--- src/rtl/memory_arbiter_if.sv ---
// rtl/memory_arbiter_if.sv - CPU request/response and RAM-side bus bundle for the memory arbiter
interface memory_arbiter_if;
    logic [1:0]        iREN;
    logic [1:0]        dREN;
    logic [1:0]        dWEN;
    logic [1:0][31:0]  iaddr;
    logic [1:0][31:0]  daddr;
    logic [1:0][31:0]  dstore;
    logic [1:0]        iwait;
    logic [1:0]        dwait;
    logic [1:0][31:0]  iload;
    logic [1:0][31:0]  dload;
    logic              ramREN;
    logic              ramWEN;
    logic [31:0]       ramaddr;
    logic [31:0]       ramstore;
    logic [31:0]       ramload;
    logic [1:0]        ramstate;
    logic              err;

    // Arbiter side: services CPU requests and drives the RAM port.
    modport slave (
        input  iREN, dREN, dWEN, iaddr, daddr, dstore, ramload, ramstate,
        output iwait, dwait, iload, dload, ramREN, ramWEN, ramaddr, ramstore, err
    );

    // Environment side: CPUs and RAM.
    modport master (
        output iREN, dREN, dWEN, iaddr, daddr, dstore, ramload, ramstate,
        input  iwait, dwait, iload, dload, ramREN, ramWEN, ramaddr, ramstore, err
    );
endinterface

--- src/rtl/memory_arbiter.sv ---
// rtl/memory_arbiter.sv - two-CPU round-robin arbiter onto a single RAM port with timeout abort
module memory_arbiter #(
    parameter int CPUS    = 2,
    parameter int TIMEOUT = 64
) (
    input  logic              CLK,
    input  logic              nRST,
    memory_arbiter_if.slave   bus
);
    localparam logic [0:0] IDLE   = 1'b0;
    localparam logic [0:0] GRANT  = 1'b1;

    localparam logic [1:0] IREAD  = 2'd0;
    localparam logic [1:0] DREAD  = 2'd1;
    localparam logic [1:0] DWRITE = 2'd2;

    localparam logic [1:0] RS_ACCESS = 2'd2;
    localparam logic [1:0] RS_ERROR  = 2'd3;

    localparam int            CW      = (TIMEOUT > 1) ? $clog2(TIMEOUT) : 1;
    localparam logic [CW-1:0] CNT_MAX = CW'(TIMEOUT - 1);

    logic [0:0]    state;
    logic          owner;
    logic [1:0]    otype;
    logic          rr;
    logic [CW-1:0] cnt;
    logic          err_q;

    logic [CPUS-1:0] req;
    logic            win_cpu;
    logic [1:0]      win_type;
    logic            owner_req;
    logic            active;
    logic            done;
    logic            abort;

    // Arbitration: rr CPU first if it asks, then write > read > fetch within the CPU.
    always_comb begin
        req      = '0;
        for (int i = 0; i < CPUS; i++) begin
            req[i] = bus.iREN[i] | bus.dREN[i] | bus.dWEN[i];
        end
        win_cpu  = req[rr] ? rr : ~rr;
        if (bus.dWEN[win_cpu])
            win_type = DWRITE;
        else if (bus.dREN[win_cpu])
            win_type = DREAD;
        else
            win_type = IREAD;
    end

    // Grant qualification: a dropped request kills the transfer before ACCESS/abort are considered.
    always_comb begin
        case (otype)
            DWRITE:  owner_req = bus.dWEN[owner];
            DREAD:   owner_req = bus.dREN[owner];
            default: owner_req = bus.iREN[owner];
        endcase
        active = (state == GRANT) && owner_req;
        done   = active && (bus.ramstate == RS_ACCESS);
        abort  = active && !done && ((bus.ramstate == RS_ERROR) || (cnt == CNT_MAX));
    end

    // RAM port and per-CPU stalls; everything idles at zero strobes / all waits high.
    always_comb begin
        bus.ramREN   = active && (otype != DWRITE);
        bus.ramWEN   = active && (otype == DWRITE);
        bus.ramaddr  = '0;
        bus.ramstore = '0;
        if (active)
            bus.ramaddr = (otype == IREAD) ? bus.iaddr[owner] : bus.daddr[owner];
        if (active && (otype == DWRITE))
            bus.ramstore = bus.dstore[owner];
        bus.iwait = '1;
        bus.dwait = '1;
        if (done) begin
            if (otype == IREAD)
                bus.iwait[owner] = 1'b0;
            else
                bus.dwait[owner] = 1'b0;
        end
        for (int i = 0; i < 2; i++) begin
            bus.iload[i] = bus.ramload;
            bus.dload[i] = bus.ramload;
        end
        bus.err = err_q;
    end

    // State, owner, round-robin pointer, timeout counter and sticky error.
    always_ff @(posedge CLK or negedge nRST) begin
        if (!nRST) begin
            state <= IDLE;
            owner <= 1'b0;
            otype <= IREAD;
            rr    <= 1'b0;
            cnt   <= '0;
            err_q <= 1'b0;
        end else begin
            case (state)
                IDLE: begin
                    if (|req) begin
                        state <= GRANT;
                        owner <= win_cpu;
                        otype <= win_type;
                        cnt   <= '0;
                    end
                end
                default: begin
                    if (!owner_req) begin
                        state <= IDLE;
                    end else if (done) begin
                        state <= IDLE;
                        rr    <= ~owner;
                    end else if (abort) begin
                        state <= IDLE;
                        rr    <= ~owner;
                        err_q <= 1'b1;
                    end else if (cnt != CNT_MAX) begin
                        cnt   <= cnt + 1'b1;
                    end
                end
            endcase
        end
    end
endmodule

--- src/flat_wrapper.sv ---
// flat-port wrapper written by rule: the top's interface ports become plain ports
module memory_arbiter_flat 
#(
    parameter int CPUS    = 2,
    parameter int TIMEOUT = 64
)
  (CLK, nRST, bus_iREN, bus_dREN, bus_dWEN, bus_iaddr, bus_daddr, bus_dstore, bus_ramload, bus_ramstate, bus_iwait, bus_dwait, bus_iload, bus_dload, bus_ramREN, bus_ramWEN, bus_ramaddr, bus_ramstore, bus_err);
  memory_arbiter_if bus_i ();
  input  logic CLK;
  input  logic nRST;
  input wire logic [$bits(bus_i.iREN)-1:0] bus_iREN;
  input wire logic [$bits(bus_i.dREN)-1:0] bus_dREN;
  input wire logic [$bits(bus_i.dWEN)-1:0] bus_dWEN;
  input wire logic [$bits(bus_i.iaddr)-1:0] bus_iaddr;
  input wire logic [$bits(bus_i.daddr)-1:0] bus_daddr;
  input wire logic [$bits(bus_i.dstore)-1:0] bus_dstore;
  input wire logic [$bits(bus_i.ramload)-1:0] bus_ramload;
  input wire logic [$bits(bus_i.ramstate)-1:0] bus_ramstate;
  output wire logic [$bits(bus_i.iwait)-1:0] bus_iwait;
  output wire logic [$bits(bus_i.dwait)-1:0] bus_dwait;
  output wire logic [$bits(bus_i.iload)-1:0] bus_iload;
  output wire logic [$bits(bus_i.dload)-1:0] bus_dload;
  output wire logic [$bits(bus_i.ramREN)-1:0] bus_ramREN;
  output wire logic [$bits(bus_i.ramWEN)-1:0] bus_ramWEN;
  output wire logic [$bits(bus_i.ramaddr)-1:0] bus_ramaddr;
  output wire logic [$bits(bus_i.ramstore)-1:0] bus_ramstore;
  output wire logic [$bits(bus_i.err)-1:0] bus_err;
  assign bus_i.iREN = bus_iREN;
  assign bus_i.dREN = bus_dREN;
  assign bus_i.dWEN = bus_dWEN;
  assign bus_i.iaddr = bus_iaddr;
  assign bus_i.daddr = bus_daddr;
  assign bus_i.dstore = bus_dstore;
  assign bus_i.ramload = bus_ramload;
  assign bus_i.ramstate = bus_ramstate;
  assign bus_iwait = bus_i.iwait;
  assign bus_dwait = bus_i.dwait;
  assign bus_iload = bus_i.iload;
  assign bus_dload = bus_i.dload;
  assign bus_ramREN = bus_i.ramREN;
  assign bus_ramWEN = bus_i.ramWEN;
  assign bus_ramaddr = bus_i.ramaddr;
  assign bus_ramstore = bus_i.ramstore;
  assign bus_err = bus_i.err;
  memory_arbiter #(.CPUS(CPUS), .TIMEOUT(TIMEOUT)) u_core (.CLK(CLK), .nRST(nRST), .bus(bus_i));
endmodule
--- config.mk ---
export PLATFORM = sky130hd
export DESIGN_NAME = memory_arbiter_flat
export DESIGN_NICKNAME = d
export VERILOG_FILES = /design/src/rtl/memory_arbiter_if.sv /design/src/rtl/memory_arbiter.sv /design/src/flat_wrapper.sv
export SDC_FILE = /design/constraint.sdc
export NUM_CORES = 1
export LEC_CHECK = 0
export ABC_AREA = 1
export CAP_MARGIN = 20
export CORE_AREA = 5 5 167 169
export CTS_CLUSTER_SIZE = 10
export DETAILED_ROUTE_END_ITERATION = 10
export DIE_AREA = 0 0 172 174
export PLACE_DENSITY = 0.51
export SYNTH_ARGS = -nofsm -noshare
export SYNTH_HDL_FRONTEND = slang
export SYNTH_SLANG_ARGS = --single-unit
export TNS_END_PERCENT = 100
--- constraint.sdc ---
create_clock -name CLK -period 3.4 [get_ports CLK]
set_input_delay 0.51 -clock CLK [delete_from_list [all_inputs] [get_ports CLK]]
set_output_delay 0.51 -clock CLK [all_outputs]
set_load 0.05 [all_outputs]
Yosys cells after proc, flatten, opt, wreduce, memory -nomap -nowiden --
Index checks and enable logic that the tools add are counted.
Cells by class: bitwise gates (word level) 9, order comparisons 4, add/subtract/negate cells 1, multiplexer cells 44, eq/ne operators 11, reductions and logical operators 17
Operators with widths (count):
- $mux W32 | 9
- $mux W6 | 6
- $mux W1 | 22
- $mux W2 | 5
- $ne A2 B2 Y1 const B | 5
- $logic_and A1 B1 Y1 | 7
- $add A6 B1 Y6 const B | 1
- $eq A2 B2 Y1 const B | 3
- $eq A6 B6 Y1 const B | 1
- $lt A1 B2 Y1 const B | 3
- $ne A6 B6 Y1 const B | 1
- $reduce_and A5 Y1 | 1
- $not A1 Y1 | 4
- $or A1 B1 Y1 | 4
- $reduce_and A4 Y1 | 1
- $reduce_bool A2 Y1 | 2
- $reduce_and A3 Y1 | 1
- $eq A2 B1 Y1 const B | 1
- $logic_not A2 Y1 | 1
- $not A2 Y2 | 1
- $pmux W1 S2 | 1
- $reduce_and A2 Y1 | 1
- $reduce_or A2 Y1 | 1
- $demux W1 S1 | 1
- other kinds (3) | 3
Storage, ports and cells: output and inout bits 199, word-level logic and storage cells 92, register bits 12

Depth between registers and ports, before layout --
word-level depth 12, mapped depth 9, gate-level depth less buffers 9

Least setup slack after synthesis --
No wires, ideal clock.
path kind register to output, start point register u_core.otype[0], end point output bus_ramaddr[19], path slack 826 ps, required time 2890 ps, cell stages (with the launch flop) 7, data arrival time 2064 ps, cell sequence dfrtp_1 > inv_1 > ha_1 > nor2_1 > clkbuf_1 > a22oi_1 > a31oi_1
On the way: cells in the longest elaborated chain, start to end 4, elaborated cells on any way between the ends 7, classes of those cells eq/ne: 2; mux: 3; reduce/logical: 2
RTL lines:
- from (decl) | line memory_arbiter.sv:25 | logic [1:0] otype;
- from (signal assigned) | line memory_arbiter.sv:105 | otype <= win_type;
- $eq A2 B1 Y1 / $eq A2 B2 Y1 (equally long branches) | line memory_arbiter.sv:55 | case (otype)
- $pmux W1 S2 | line memory_arbiter.sv:55
- $logic_and A1 B1 Y1 | line memory_arbiter.sv:60 | active = (state == GRANT) && owner_req;
- $mux W32 (*) | line memory_arbiter.sv:71 | if (active)
- to (decl) | line flat_wrapper.sv:25 | output wire logic [$bits(bus_i.ramaddr)-1:0] bus_ramaddr;
Mark *: on every way between the ends. The rest lies on a longest branch, timed or not.

Worst setup path after layout --
start point register u_core.otype[0], end point output bus_ramaddr[30]
The elaborated chain is that of the path after synthesis.

==> flow_summary.json <==
{
  "status": "complete, no violations",
  "avgRoutedWirePerCell_um": 15.7,
  "vias": 3405,
  "cts_tree": "built",
  "seq_power_share_pct": 4.7,
  "synth_xor_area_share_pct": 0.577,
  "final_antenna_net_count": 0,
  "max_freq_ghz": 0.328,
  "synth.area.mux_share_pct": 10.6,
  "clk_latency_ns": 0.24,
  "diodes": 0,
  "slew_headroom_pct": 53.6,
  "skew_ns": 0.00103,
  "setup_slack_ns": 0.352,
  "totalWireLength_mm": 14.8,
  "worst-path-max-fanout": 17,
  "p_sw_share_pct": 54.3,
  "fillCellCount": 2891,
  "synth_fa_ha_area_share_pct": 1.65,
  "routed.top_layer": "met4",
  "netlist_instances": 466,
  "core_area_sq_um": 26400,
  "cts_buffer_depth": 2,
  "post-route-cell-area_sq_um": 5950,
  "final_nets": 842,
  "final_common_cell": "clkdlybuf4s50_1",
  "synth_area_sq_um": 3030,
  "drcViolationCount": 0,
  "dp.cells": 940,
  "syn_avg_cell_area_sq_um": 6.51,
  "cts_hold_buf": 0,
  "dr_wl_met2_mm": 6.73,
  "finalPower_mw": 4.58,
  "drt_iter0_drc": 121,
  "period_share_pct": 89.7,
  "start_kind": "flip-flop",
  "clkTransAtPathRegs_ns": 0.04,
  "worstSetupEndpointType": "primary output",
  "firstDrtPassIters": 4,
  "die_area_sq_um": 29900,
  "grt_overflow": 0,
  "clkPwrFrac_pct": 5.2,
  "ys_types": 26,
  "final-hold-violation-count": 0,
  "floorplan.die.width_um": 172,
  "cts_root_buffer": "clkbuf_16",
  "cts_resized": 0,
  "synth-compound-area-share_pct": 16.5,
  "layout-drive-gt1-share_pct": 15.9,
  "groute.usage.overall_pct": 8.89,
  "cp_data_arrival_time_ns": 2.54,
  "power_frac_comb_pct": 90.0,
  "yosysSeqAreaShare_pct": 9.90,
  "setup_viol": 0,
  "synth_nets": 704,
  "layout_min_cycle_time_ns": 3.05,
  "cts_setup_buffers": 0,
  "post-route-util_pct": 22.5,
  "hpwl_mm": 12.3,
  "grt_pass1_vias": 3434,
  "drv_slew": 0,
  "ir_worst_vdd_v": 0.000271,
  "synth_warnings": 0,
  "rsz0062_at_grt": "false",
  "die_h_um": 174,
  "final_cell_count_no_fill": 944,
  "worstMarginPinSlew_ns": 0.694,
  "io_pins": 433,
  "power.density_nw_per_um2": 770,
  "h-tree-depth": 1,
  "synth_top_family_by_area": "buffers and inverters",
  "internal_power_mw": 2.09,
  "place.gp.congestion": 0.755,
  "path_class": "reg -> out",
  "portBuffers": 272,
  "fin_setup_tns_ns": 0,
  "hp-class": "reg -> reg",
  "syn_to_final_growth_pct": 96.2,
  "required_ns": 2.89,
  "grt_pass1_wl_mm": 20.9,
  "viasPerCell": 3.61,
  "power.leakage_nw": 2.31,
  "layout_common_cells": "clkdlybuf4s50_1, nand2_1, buf_12",
  "preCtsSetupSlack_ns": 0.460,
  "start_util_pct": 11.5,
  "dr_wl_met3_mm": 1.97,
  "clock_sinks": 12,
  "grt_max_degree": 34,
  "synth_seq_cells": 12,
  "drt-met1-wl_mm": 5.82,
  "holdWs_ns": 0.472,
  "yosys.area_share.simple_pct": 22.8,
  "drv_cap": 0,
  "place_area_sq_um": 5860,
  "switchingPower_mw": 2.49,
  "num_rows": 60,
  "cts_buffers": 3,
  "antenna_found_initial": 1
}
==> cell families (layout without fill, tap and decap cells) <==
family / after synthesis / after routing
xor+xnor: 2 / 2
simple gates: 173 / 173
mux: 32 / 32
buf+inv: 171 / 308
fa+ha+maj: 4 / 4
flops: 12 / 12
compound gates: 72 / 72
==> critical path, stage by stage (launching register included) <==
cell and delay, ns:
dfrtp_1 0.40, inv_1 0.09, ha_1 0.31, inv_1 0.12, nor2_4 0.35, buf_4 0.32, nand2_1 0.07, a31oi_1 0.43
buf_12 0.20
==> synthesized netlist by cell type <==
| library cell | n | share of area, % |
|---|---|---|
| a31oi_1 | 32 | 6.6 |
| xnor2_1 | 1 | 0.29 |
| inv_1 | 20 | 2.5 |
| nand3_2 | 1 | 0.33 |
| o21ai_0 | 4 | 0.66 |
| buf_1 | 1 | 0.12 |
| o21ai_2 | 1 | 0.29 |
| ha_1 | 4 | 1.6 |
| nor2_1 | 46 | 5.7 |
| clkbuf_1 | 2 | 0.25 |
| buf_2 | 15 | 2.5 |
| a21oi_2 | 1 | 0.29 |
| nor3_1 | 1 | 0.16 |
| mux2i_1 | 32 | 11 |
| xor2_1 | 1 | 0.29 |
| nand3b_1 | 2 | 0.49 |
| inv_2 | 1 | 0.12 |
| a21oi_4 | 1 | 0.54 |
| dfrtp_1 | 12 | 9.9 |
| nand3_1 | 14 | 2.3 |
| nand2_2 | 2 | 0.41 |
| buf_4 | 132 | 33 |
| a21oi_1 | 1 | 0.16 |
| nor3b_1 | 1 | 0.25 |
| nand2_1 | 106 | 13 |
| a22oi_1 | 32 | 7.9 |
==> layer usage <==
metal,GRT usage [%],vias to the layer above
li1,-,1696
met1,11.0,1481
met2,14.5,201
met3,3.82,27
met4,1.60,0
met5,0,-
==> power by group through the flow <==
stage	Sequential (mW)	Combinational (mW)	Clock [mW]
final	0.217	4.12	0.239
after global routing	0.222	4.37	0.255
after CTS	0.217	4.19	0.245
after detailed placement	0.219	4.19	0
after global placement	0.217	4.18	0
after floorplan	0.202	2.58	0
==> area by class of cell <==
| class | instances | area, sq um | area share, % |
|---|---|---|---|
| repair buffers | 283 | 3460 | 58.1 |
| multi-input cells | 283 | 1600 | 26.9 |
| well taps | 341 | 427 | 7.17 |
| flip-flops and latches | 12 | 302 | 5.07 |
| clock buffers | 4 | 88.8 | 1.49 |
| inverters | 21 | 78.8 | 1.32 |
==> flip-flops by register name, summed over array words and instances, names as in the netlist <==
signal          flops
u_core.rr           1
u_core.owner        1
u_core.bus.err      1
u_core.otype        2
u_core.cnt          6
u_core.state        1
==> path summary, 6_finish.rpt <==
| path | endpoint | slack [ns] | cells past startpoint | from |
|---|---|---|---|---|
| setup reg to reg | u_core.cnt[2]$_DFFE_PN0P_ | 1.71 | 8 | u_core.cnt[0]$_DFFE_PN0P_ |
| max in group asynchronous | u_core.owner$_DFFE_PN0P_ | 2.36 | 1 | nRST |
| hold / removal | u_core.bus.err$_DFFE_PN0P_ | 0.47 | 2 | u_core.bus.err$_DFFE_PN0P_ |
| hold reg to reg | u_core.bus.err$_DFFE_PN0P_ | 0.47 | 2 | u_core.bus.err$_DFFE_PN0P_ |
| min in group asynchronous | u_core.bus.err$_DFFE_PN0P_ | 0.64 | 1 | nRST |
| setup / recovery | bus_ramaddr[30] | 0.35 | 8 | u_core.otype[0]$_DFFE_PN0P_ |
Note: power is estimated with default switching activity, not from simulation.
